File: src/rtl/pf_tile_fetch.sv
// Playfield tile fetcher: walks 17 tiles per scanline, reads tile entries and
// 4bpp ROM rows, and streams palette-tagged, scroll-corrected pixels to the line buffer.
module pf_tile_fetch (
  input  logic        clk,
  input  logic        reset,
  input  logic        line_start,
  input  logic [7:0]  vpos,
  input  logic [7:0]  scroll_x,
  input  logic [7:0]  scroll_y,
  output logic [7:0]  vram_a,
  output logic        vram_ce_n,
  output logic        vram_we_n,
  input  logic [31:0] vram_d,
  output logic        rom_req,
  output logic [16:0] rom_addr,
  input  logic        rom_ack,
  input  logic [31:0] rom_data,
  output logic        lb_we,
  output logic [6:0]  lb_x,
  output logic [7:0]  lb_color,
  output logic        lb_prio,
  output logic        busy,
  output logic        done
);

  localparam logic [2:0] S_IDLE = 3'd0;
  localparam logic [2:0] S_VRD  = 3'd1;
  localparam logic [2:0] S_VLAT = 3'd2;
  localparam logic [2:0] S_ROM  = 3'd3;
  localparam logic [2:0] S_EMIT = 3'd4;
  localparam logic [2:0] S_DONE = 3'd5;

  localparam logic [4:0] LAST_TILE = 5'd16;

  logic [2:0]  state_q, state_d;
  logic [4:0]  tile_q, tile_d;
  logic [2:0]  pix_q, pix_d;
  logic [3:0]  ty_q, ty_d;
  logic [2:0]  row_q, row_d;
  logic [2:0]  fine_q, fine_d;
  logic [3:0]  tx0_q, tx0_d;
  logic [13:0] code_q, code_d;
  logic [7:0]  attr_q, attr_d;
  logic [31:0] data_q, data_d;
  logic        lb_we_q, lb_we_d;
  logic [6:0]  lb_x_q, lb_x_d;
  logic [7:0]  lb_color_q, lb_color_d;
  logic        lb_prio_q, lb_prio_d;

  logic [7:0]        y_sum;
  logic [3:0]        tx;
  logic [2:0]        eff_row;
  logic [2:0]        src_idx;
  logic [3:0]        nibble;
  logic signed [8:0] pix_x;
  logic              in_range;
  logic              unused_bits;

  assign y_sum   = vpos + scroll_y;
  assign tx      = tx0_q + tile_q[3:0];
  assign eff_row = attr_q[6] ? ~row_q : row_q;
  assign src_idx = attr_q[5] ? ~pix_q : pix_q;
  assign nibble  = data_q[5'd31 - {src_idx, 2'b00} -: 4];

  // Screen x = 8*tile + p - fine; bit 8 is the sign, bit 7 set means >= 128.
  assign pix_x    = $signed({1'b0, tile_q, pix_q}) - $signed({6'b0, fine_q});
  assign in_range = ~pix_x[8] & ~pix_x[7];

  assign unused_bits = ^{vram_d[31:24], vram_d[15:14], y_sum[7], scroll_x[7]};

  always_comb begin
    // NOTE: every next-state value defaults to its current value first, so no
    // path through this block leaves a signal unassigned and infers a latch.
    state_d    = state_q;
    tile_d     = tile_q;
    pix_d      = pix_q;
    ty_d       = ty_q;
    row_d      = row_q;
    fine_d     = fine_q;
    tx0_d      = tx0_q;
    code_d     = code_q;
    attr_d     = attr_q;
    data_d     = data_q;
    lb_we_d    = 1'b0;
    lb_x_d     = lb_x_q;
    lb_color_d = lb_color_q;
    lb_prio_d  = lb_prio_q;

    case (state_q)
      S_VRD: state_d = S_VLAT;
      S_VLAT: begin
        code_d  = vram_d[13:0];
        attr_d  = vram_d[23:16];
        state_d = S_ROM;
      end
      S_ROM: begin
        if (rom_ack) begin
          data_d  = rom_data;
          pix_d   = 3'd0;
          state_d = S_EMIT;
        end
      end
      S_EMIT: begin
        lb_we_d    = in_range && (nibble != 4'd0);
        lb_x_d     = pix_x[6:0];
        lb_color_d = {attr_q[3:0], nibble};
        lb_prio_d  = attr_q[7];
        pix_d      = pix_q + 3'd1;
        if (pix_q == 3'd7) begin
          if (tile_q == LAST_TILE) begin
            state_d = S_DONE;
          end else begin
            tile_d  = tile_q + 5'd1;
            state_d = S_VRD;
          end
        end
      end
      S_DONE:  state_d = S_IDLE;
      default: state_d = S_IDLE;
    endcase

    // A new line always wins: it restarts from tile 0 and kills any pending write.
    if (line_start) begin
      ty_d    = y_sum[6:3];
      row_d   = y_sum[2:0];
      fine_d  = scroll_x[2:0];
      tx0_d   = scroll_x[6:3];
      tile_d  = 5'd0;
      pix_d   = 3'd0;
      lb_we_d = 1'b0;
      state_d = S_VRD;
    end
  end

  always_ff @(posedge clk) begin
    if (reset) begin
      state_q    <= S_IDLE;
      tile_q     <= '0;
      pix_q      <= '0;
      ty_q       <= '0;
      row_q      <= '0;
      fine_q     <= '0;
      tx0_q      <= '0;
      code_q     <= '0;
      attr_q     <= '0;
      data_q     <= '0;
      lb_we_q    <= 1'b0;
      lb_x_q     <= '0;
      lb_color_q <= '0;
      lb_prio_q  <= 1'b0;
    end else begin
      // NOTE: non-blocking assignments make every register sample pre-edge
      // values, independent of statement order.
      state_q    <= state_d;
      tile_q     <= tile_d;
      pix_q      <= pix_d;
      ty_q       <= ty_d;
      row_q      <= row_d;
      fine_q     <= fine_d;
      tx0_q      <= tx0_d;
      code_q     <= code_d;
      attr_q     <= attr_d;
      data_q     <= data_d;
      lb_we_q    <= lb_we_d;
      lb_x_q     <= lb_x_d;
      lb_color_q <= lb_color_d;
      lb_prio_q  <= lb_prio_d;
    end
  end

  assign vram_a    = {ty_q, tx};
  assign vram_ce_n = !((state_q == S_VRD) || (state_q == S_VLAT));
  assign vram_we_n = 1'b1;
  assign rom_req   = (state_q == S_ROM);
  assign rom_addr  = {code_q, eff_row};
  assign lb_we     = lb_we_q;
  assign lb_x      = lb_x_q;
  assign lb_color  = lb_color_q;
  assign lb_prio   = lb_prio_q;
  assign busy      = (state_q == S_VRD) || (state_q == S_VLAT) ||
                     (state_q == S_ROM) || (state_q == S_EMIT);
  assign done      = (state_q == S_DONE);

endmodule
File: config.mk
export PLATFORM = sky130hd
export DESIGN_NAME = pf_tile_fetch
export DESIGN_NICKNAME = d
export VERILOG_FILES = /design/src/rtl/pf_tile_fetch.sv
export SDC_FILE = /design/constraint.sdc
export NUM_CORES = 1
export LEC_CHECK = 0
export CAP_MARGIN = 20
export CORE_MARGIN = 5
export CORE_UTILIZATION = 51
export DETAILED_ROUTE_END_ITERATION = 8
export PLACE_DENSITY = 0.95
export RECOVER_POWER = 25
export SLEW_MARGIN = 20
export SYNTH_ARGS = -nofsm -noshare
export SYNTH_HDL_FRONTEND = slang
export SYNTH_SLANG_ARGS = --single-unit
File: constraint.sdc
create_clock -name clk -period 4.5 [get_ports clk]
set_clock_uncertainty 0.2 [all_clocks]
set_input_delay 0.9 -clock clk [delete_from_list [all_inputs] [get_ports clk]]
set_output_delay 0.9 -clock clk [all_outputs]
set_load 0.02 [all_outputs]
==> results of run 1 <==
-- synthesized netlist by cell type, types with 2 or more instances --
library cell	n	area, um2
nand2_1	128	480
dfxtp_1	95	1900
a21oi_1	69	345
nor2_1	42	158
clkbuf_1	21	78.8
inv_1	20	75.1
ha_1	16	200
mux2i_1	14	140
buf_2	10	50.1
xnor2_1	10	87.6
xor2_1	10	87.6
a211oi_1	8	60.1
nand3_1	8	40.0
a21o_1	7	52.6
nand2b_1	7	43.8
a221o_1	6	60.1
a22oi_1	5	37.5
mux2_2	5	56.3
nor3_1	5	25.0
o21ai_0	5	25.0
a222oi_1	4	40.0
and3_1	4	25.0
nor2b_1	4	25.0
a2111o_1	3	33.8
buf_1	3	11.3
buf_6	3	33.8
fa_1	3	60.1
a211o_1	2	17.5
a221oi_1	2	17.5
a31oi_1	2	12.5
a41oi_1	2	17.5
mux2_4	2	30.0
nand3b_1	2	15.0
nor3b_1	2	15.0
o21a_1	2	15.0
o21ai_1	2	10.0
or2_1	2	12.5
or3b_1	2	17.5
-- area by class of cell --
class                   count  area [um2]
fillers                   665        2770
multi-input cells         406        2450
flip-flops and latches     95        1900
repair buffers            128        1260
clock buffers              11         141
well taps                 108         135
inverters                  20        75.1
clock inverters             5        33.8
-- sequential cells by signal (all words and copies together) (netlist names) --
name	cells
lb_prio	1
attr_q	7
pix_q	3
code_q	14
lb_x	7
tx0_q	4
row_q	3
lb_color	8
ty_q	4
data_q	32
fine_q	3
state_q	3
tile_q	5
lb_we	1
-- worst paths after layout --
path | endpoint | slack [ns]
worst max-delay path | ty_q[2]$_SDFFE_PP0P_ | 1.04
worst min-delay path | lb_color[5]$_SDFFE_PP0P_ | 0.26
worst max register to register | lb_we$_SDFF_PP0_ | 1.69
worst min register to register | lb_color[5]$_SDFFE_PP0P_ | 0.26
-- metal layers --
layer | global-route usage | vias to the layer above | wire (um)
met4 | 0.0849 | 0 | 295
li1 | - | 2103 | -
met1 | 0.231 | 2009 | 4590
met2 | 0.377 | 137 | 6230
met3 | 0.0562 | 29 | 812
met5 | 0 | - | 0
-- stage by stage --
step	std cells	power, uW
CTS	773	1620
finish	773	1610
floorplan	561	1000
detailed placement	757	1120
global route	773	1680
global placement	757	1110
-- report_power, final --
group | internal, uW | switching [uW]
combinational | 127 | 104
clock | 215 | 294
sequential | 858 | 12.9
-- cells by family after synthesis --
family | Yosys count
other | 1
DFF | 95
xor gates and xnor gates | 20
buffers and inverters | 60
AOI/OAI and AO/OA | 129
muxes | 21
and+or+nand+nor | 216
adders and majority gates | 19
-- worst max-delay path: cells and delay by family --
family                 cells  cell delay (ns)
buffers and inverters      2             2.16
and+or+nand+nor            2             0.24
AOI/OAI and AO/OA          1             0.17
==> metrics.cfg, run 1 <==
[status]
status=complete, but fails checks
violations=capacitance limit, slew limit

[cells_and_area]
mostFrequentLayoutCell=nand2_1
synthToLayoutAreaGrowth_pct=29.7
final_util=0.684
fin_nets=771
fin_area_um2=6000
layout_common_cells=nand2_1 (128), clkdlybuf4s50_1 (121), dfxtp_1 (95)
diodes=0
final_layout_size_suffix_gt1_frac=0.0541

[cts]
clk_latency_ns=0.36
cts_resized=0
cts.sinks=95
numCtsBuffers=9
clk_pin_slew_ns=0.09
cts-root-buf=clkbuf_8
cts_buffer_depth=2
post-cts-setup-buffers=0
cts_tree=done
postCtsHoldBufs=0
h-tree-depth=3

[drt]
drc_errors=0
drtIter0Drc=212
ant_nets=0
vias=4278
routed_wl_mm=11.9
dr.pass1.iters=6
viasPerCell=5.53
wl_per_cell_um=15.4

[sta]
rsz0062_at_grt=no
fin_hold_ws_ns=0.257
layout_setup_ws_ns=1.04
clock.fmax_mhz=289
hold_violations=0
finalCritPeriodShare=0.768
period_needed_ns=3.46
slew-limit-headroom=-0.520
maxSlewViolCount=54
worstMarginPinSlew_ns=2.28
final-setup-viol-count=0
fin_tns_setup_ns=0

[global_route]
grt_pass1_vias=4219
antenna_found_initial=0
grt_util_all_layers=0.209
grt_pass1_wl_mm=19.3
gr-total-overflow=0
grt_max_degree=54

[floorplan]
dieArea_um2=11100
dieWidth_um=105
fp.dieH_um=105
fp-row-count=34
core_area_um2=8760
io_pins=139
initial_core_util=0.528

[synthesis]
synthesis.area_um2=4620
async_flop_share=0
ys_ff_latch=95
synth_top_family_by_area=simple AND/OR/NAND/NOR gates
synth-compound-area-share=0.180
synth_edf_count=0
ys_seq_area_frac=0.411
yosys_warnings=0
muxShareOfSynthArea=0.0490
synth_nets=672
synth-xor-area-share=0.0379
synth-simple-area-share=0.205
synth_fa_ha_area_frac=0.0563
avgSynthCellArea_um2=8.24
synth.distinct_cells=62
synth_ff_type=dfxtp_1
syn_inst=561

[critical_path]
timing.rr.start=pix_q[0]$_SDFFE_PP0P_
slowest_stage=clkbuf_1
worst_r2r_path_depth=9
crit_path_max_fanout=53
path_class=primary input to register
max_stage_delay_ns=1.68
cp-start-kind=primary input
worst_ep_arrival_time_ns=3.50
critPathCaptureType=register
crit_chain=buf_2 > clkbuf_1 > nor4bb_1 > o21ai_0 > nand3_1
required_ns=4.54
setup.worst_path.start=reset

[worst_hold_path]
hold_depth=2
hold_path_startpoint=lb_color[5]$_SDFFE_PP0P_
hold_path.class=register to register

[placed_design]
place_ws_ns=1.15
gp_congestion=0.963
hpwl_mm=8.89
place.port_buffers=123
dpl_cell_area_um2=5820

[power]
vdd_ir_drop_max_v=0.000176
leakage_uw=0.00220
power_density_nw_per_um2=269

[run]
maxCapViolCount=1

(Power assumes the default switching activity.)
==> inputs of run 2 (changes only) <==
--- a/config.mk
+++ b/config.mk
@@ -7,9 +7,9 @@
 export LEC_CHECK = 0
 export CAP_MARGIN = 20
 export CORE_MARGIN = 5
-export CORE_UTILIZATION = 51
+export CORE_UTILIZATION = 47
 export DETAILED_ROUTE_END_ITERATION = 8
-export PLACE_DENSITY = 0.95
+export PLACE_DENSITY = 0.91
 export RECOVER_POWER = 25
 export SLEW_MARGIN = 20
 export SYNTH_ARGS = -nofsm -noshare
==> constraint.sdc (replaced) <==
create_clock -name clk -period 3.2 [get_ports clk]
set_clock_uncertainty 0.2 [all_clocks]
set_input_delay 0.64 -clock clk [delete_from_list [all_inputs] [get_ports clk]]
set_output_delay 0.64 -clock clk [all_outputs]
set_load 0.02 [all_outputs]
==> metrics.cfg, run 2 (synthesized netlist as in run 1, its figures left out) <==
[cts]
clk_latency_ns=0.36
clk_pin_slew_ns=0.10
cts-root-buf=clkbuf_8
numCtsBuffers=9
cts_buffer_depth=2
h-tree-depth=3
postCtsHoldBufs=0
cts.sinks=95
cts_tree=done
post-cts-setup-buffers=0

[critical_path]
crit_chain=ha_1 > a21oi_1 > xnor2_1 > clkdlybuf4s50_1
path_class=register to primary output
timing.rr.start=state_q[2]$_SDFFE_PP0P_
worst_ep_arrival_time_ns=2.17
path_delay_family=buffers and inverters
crit_end=vram_a[3]
setup.worst_path.start=tile_q[2]$_SDFFE_PP0P_
crit_path_max_fanout=9
critPathCaptureType=primary output
r2r-end=tile_q[2]$_SDFFE_PP0P_
path_depth=4
slowest_stage=clkdlybuf4s50_1
required_ns=2.36
path_buf_inv=1
cp-start-kind=register
r2r_slack_ns=0.70
worst_r2r_path_depth=6
max_stage_delay_ns=0.63

[cells_and_area]
mostFrequentLayoutCell=nand2_1
largest_register_ffs=32
diodes=0
top_register=data_q
synthToLayoutAreaGrowth_pct=31.8
layout_common_cells=nand2_1 (128), clkdlybuf4s50_1 (120), dfxtp_1 (94)
fin_nets=775
final_layout_size_suffix_gt1_frac=0.0553

[sta]
final-setup-viol-count=0
slew-limit-headroom=0.232
period_needed_ns=3.01
hold_violations=0
rsz0062_at_grt=no
fin_tns_setup_ns=0
layout_setup_ws_ns=0.187
worstMarginPinSlew_ns=1.15
finalCritPeriodShare=0.942
clock.fmax_mhz=332
maxSlewViolCount=0

[power]
power_density_nw_per_um2=389
leakage_uw=0.00223
vdd_ir_drop_max_v=0.000226

[placed_design]
gp_congestion=0.870
place_ws_ns=0.138
place.port_buffers=123
hpwl_mm=8.93

[global_route]
gr-total-overflow=0
grt_max_degree=33
grt_pass1_vias=4142
grt_pass1_wl_mm=19.4
grt_util_all_layers=0.203
antenna_found_initial=0

[floorplan]
dieArea_um2=11900
io_pins=139
initial_core_util=0.478
core_area_um2=9680
fp-row-count=36
dieWidth_um=109
fp.dieH_um=109

[run]
maxCapViolCount=0

[drt]
drtIter0Drc=248
ant_nets=0
viasPerCell=5.24
wl_per_cell_um=14.8
drc_errors=0
routed_wl_mm=11.9
dr.pass1.iters=4
vias=4200

[status]
status=finished, final reports clean

[worst_hold_path]
hold_path.class=register to register

run 2: layout make-up:
cell class,count,area (um2)
clock buffer,12,155
clock inverter,4,53.8
fill,806,3590
inverter,20,75.1
multi-input combinational,406,2440
sequential,95,1900
tap,133,166
timing repair buffer,132,1300
run 2: worst register-to-register path, cell delays in order (launching register included):
cell,delay (ns)
dfxtp_1,0.47
nor3b_1,0.30
clkbuf_1,0.55
o311ai_0,0.45
nor2_1,0.22
xnor2_1,0.14
nor2_1,0.05
run 2: metrics by stage:
stage	cell area (um2)	total power, uW	util	std cells	hold slack, ns
after floorplan	4620	1410	-	561	0.232
after global placement	5900	1570	0.609	786	0.238
after detailed placement	5900	1580	0.609	786	0.246
after CTS	6110	2390	0.631	802	0.256
after global routing	6090	2480	0.629	802	0.276
final	6090	2370	0.629	802	0.250
run 2: worst min path at each step:
stage | from | end | slack [ns] | depth (start not counted)
floorplan | attr_q[0]$_SDFFE_PP0N_ | lb_color[4]$_SDFFE_PP0P_ | 0.23 | 2
global placement | attr_q[7]$_SDFFE_PP0N_ | lb_prio$_SDFFE_PP0P_ | 0.24 | 2
detailed placement | attr_q[1]$_SDFFE_PP0N_ | lb_color[5]$_SDFFE_PP0P_ | 0.25 | 2
CTS | attr_q[0]$_SDFFE_PP0N_ | lb_color[4]$_SDFFE_PP0P_ | 0.26 | 2
global route | code_q[1]$_SDFFE_PP0N_ | code_q[1]$_SDFFE_PP0N_ | 0.28 | 2
finish | attr_q[0]$_SDFFE_PP0N_ | lb_color[4]$_SDFFE_PP0P_ | 0.25 | 2
run 2: metal layers:
| layer | wire [um] | global-route usage |
|---|---|---|
| met1 | 4990 | 0.251 |
| met5 | 0 | 0 |
| met2 | 5880 | 0.336 |
| met3 | 651 | 0.0509 |
| met4 | 364 | 0.0882 |
run 2: repair_timing:
action / CTS / global route
hold endpoints to repair: 0 / 0
setup endpoints to repair: 0 / 1
resized for setup: 0 / 1
run 2: report_power, final:
part / switching, uW / internal, uW / total, uW
Sequential: 18.1 / 1210 / 1220
Clock: 416 / 406 / 822
Combinational: 145 / 180 / 325
==> inputs of run 3 (changes only) <==
--- a/config.mk
+++ b/config.mk
@@ -7,9 +7,9 @@
 export LEC_CHECK = 0
 export CAP_MARGIN = 20
 export CORE_MARGIN = 5
-export CORE_UTILIZATION = 47
+export CORE_UTILIZATION = 43
 export DETAILED_ROUTE_END_ITERATION = 8
-export PLACE_DENSITY = 0.91
+export PLACE_DENSITY = 0.88
 export RECOVER_POWER = 25
 export SLEW_MARGIN = 20
 export SYNTH_ARGS = -nofsm -noshare
==> constraint.sdc (replaced) <==
create_clock -name clk -period 2.7 [get_ports clk]
set_clock_uncertainty 0.2 [all_clocks]
set_input_delay 0.54 -clock clk [delete_from_list [all_inputs] [get_ports clk]]
set_output_delay 0.54 -clock clk [all_outputs]
set_load 0.02 [all_outputs]
==> metrics.cfg, run 3 (synthesized netlist as in run 1, its figures left out) <==
[power]
p_seq_frac=0.546
power_density_nw_per_um2=436
intPower_uw=1980
clockPowerShare=0.308
power.share.switching=0.255
totalPowerFinal_uw=2660
p_sw_uw=677
vdd_ir_drop_max_v=0.000283
combPwrFrac=0.145
leakage_uw=0.00225

[global_route]
gr-total-overflow=0
grt_max_degree=52
grt_pass1_vias=4198
antenna_found_initial=0
grt_pass1_wl_mm=19.1
grt_util_all_layers=0.181

[sta]
finalCritPeriodShare=0.964
clock.fmax_mhz=384
hold_violations=0
final-setup-viol-count=0
fin_tns_setup_ns=0
layout_setup_ws_ns=0.0962
rsz0062_at_grt=no
maxSlewViolCount=0
worstMarginPinSlew_ns=1.04
slew-limit-headroom=0.304
period_needed_ns=2.60
fin_hold_ws_ns=0.255

[critical_path]
path_delay_family=adder cells
critPathCaptureType=primary output
worst_ep_arrival_time_ns=1.86
max_stage_delay_ns=0.38
timing.rr.start=state_q[2]$_SDFFE_PP0P_
r2r-end=tile_q[2]$_SDFFE_PP0P_
required_ns=1.96
worst_r2r_path_depth=6
setup.worst_path.start=tile_q[0]$_SDFFE_PP0P_
r2r_slack_ns=0.33
slowest_stage=fa_1
path_class=register to primary output
path_buf_inv=1
cp-start-kind=register
path_depth=4
crit_path_max_fanout=5
crit_chain=ha_1 > fa_1 > xor2_1 > dlygate4sd2_1
crit_end=vram_a[2]

[cts]
h-tree-depth=3
clk_pin_slew_ns=0.08
clk_latency_ns=0.36
cts_buffer_depth=2
cts-root-buf=clkbuf_8
cts.sinks=95
numCtsBuffers=9
postCtsHoldBufs=0
cts_tree=done

[drt]
drtIter0Drc=184
routed_wl_mm=11.7
drc_errors=0
vias=4196
wl_per_cell_um=14.3
ant_nets=0
viasPerCell=5.16
dr.pass1.iters=6

[cells_and_area]
top_register=data_q
stdcell_count=813
diodes=0
mostFrequentLayoutCell=nand2_1
synthToLayoutAreaGrowth_pct=31.6
fin_nets=783
fillCellCount=900
layout_common_cells=nand2_1 (128), clkdlybuf4s50_1 (118), dfxtp_1 (95)
final_layout_size_suffix_gt1_frac=0.0606
largest_register_ffs=32

[status]
status=finished, final reports clean

[run]
maxCapViolCount=0

[worst_hold_path]
hold_path.class=register to register

[placed_design]
dp.cells=797
place_ws_ns=-0.215
place.port_buffers=123
gp_congestion=0.919
hpwl_mm=8.94

[floorplan]
dieArea_um2=12900
initial_core_util=0.444
io_pins=139
fp-row-count=37
core_area_um2=10400
dieWidth_um=114
fp.dieH_um=114

## run 3: cell types whose count changed in the layout (fill, tap and decap cells not counted), sizes merged, moves of 2 or more
cell,change
buf,+4
clkbuf,+3
clkinv,+3
dlygate4sd2,+3
clkdlybuf4s50,-2
## run 3: cell type report
| type | instances | area, um2 | share of cell area |
|---|---|---|---|
| clock inverter | 5 | 35.0 | 0.00576 |
| sequential | 95 | 1900 | 0.313 |
| multi-input combinational | 406 | 2440 | 0.402 |
| timing repair buffer | 140 | 1330 | 0.218 |
| clock buffer | 11 | 131 | 0.0216 |
| inverter | 20 | 75.1 | 0.0123 |
| tap | 136 | 170 | 0.0280 |
## run 3: per-layer routing
layer	up-vias	wire, um	global-route usage
li1	2127	-	-
met1	1933	4600	0.197
met2	120	5910	0.319
met3	16	931	0.0690
met4	0	222	0.0649
met5	-	0	0
## run 3: power groups by stage
stage / Sequential [uW] / Clock, uW / Combinational (uW)
floorplan: 1490 / 0 / 177
global placement: 1480 / 0 / 380
detailed placement: 1480 / 0 / 392
CTS: 1450 / 847 / 392
global route: 1460 / 912 / 418
finish: 1450 / 819 / 386
## run 3: how the worst min path moves through the flow
stage,endpoint,slack [ns],cells after the start,from
final,lb_color[7]$_SDFFE_PP0P_,0.25,2,attr_q[3]$_SDFFE_PP0N_
after global routing,lb_color[7]$_SDFFE_PP0P_,0.27,2,lb_color[7]$_SDFFE_PP0P_
after CTS,lb_color[6]$_SDFFE_PP0P_,0.25,2,attr_q[2]$_SDFFE_PP0N_
after detailed placement,lb_color[6]$_SDFFE_PP0P_,0.24,2,attr_q[2]$_SDFFE_PP0N_
after global placement,lb_color[6]$_SDFFE_PP0P_,0.24,2,attr_q[2]$_SDFFE_PP0N_
after floorplan,lb_color[4]$_SDFFE_PP0P_,0.23,2,attr_q[0]$_SDFFE_PP0N_
## run 3: stage by stage
| step | utilization | instance area [um2] |
|---|---|---|
| finish | 0.584 | 6080 |
| CTS | 0.587 | 6110 |
| global placement | 0.571 | 5950 |
| global route | 0.584 | 6080 |
| floorplan | - | 4620 |
| detailed placement | 0.571 | 5950 |
## run 3: worst reg2reg max path, delay by kind of cell (launching register included)
| kind | cells | cell delay, ns |
|---|---|---|
| flip-flops | 1 | 0.46 |
| AO/OA/AOI/OAI | 1 | 0.34 |
| XOR/XNOR | 1 | 0.14 |
| buffers and inverters | 1 | 0.59 |
| AND/OR/NAND/NOR | 3 | 0.53 |
## run 3: what timing repair did
action	4_1_cts	5_1_grt
setup buffers	0	0
gates resized for setup	3	0
setup endpoints to repair	3	0
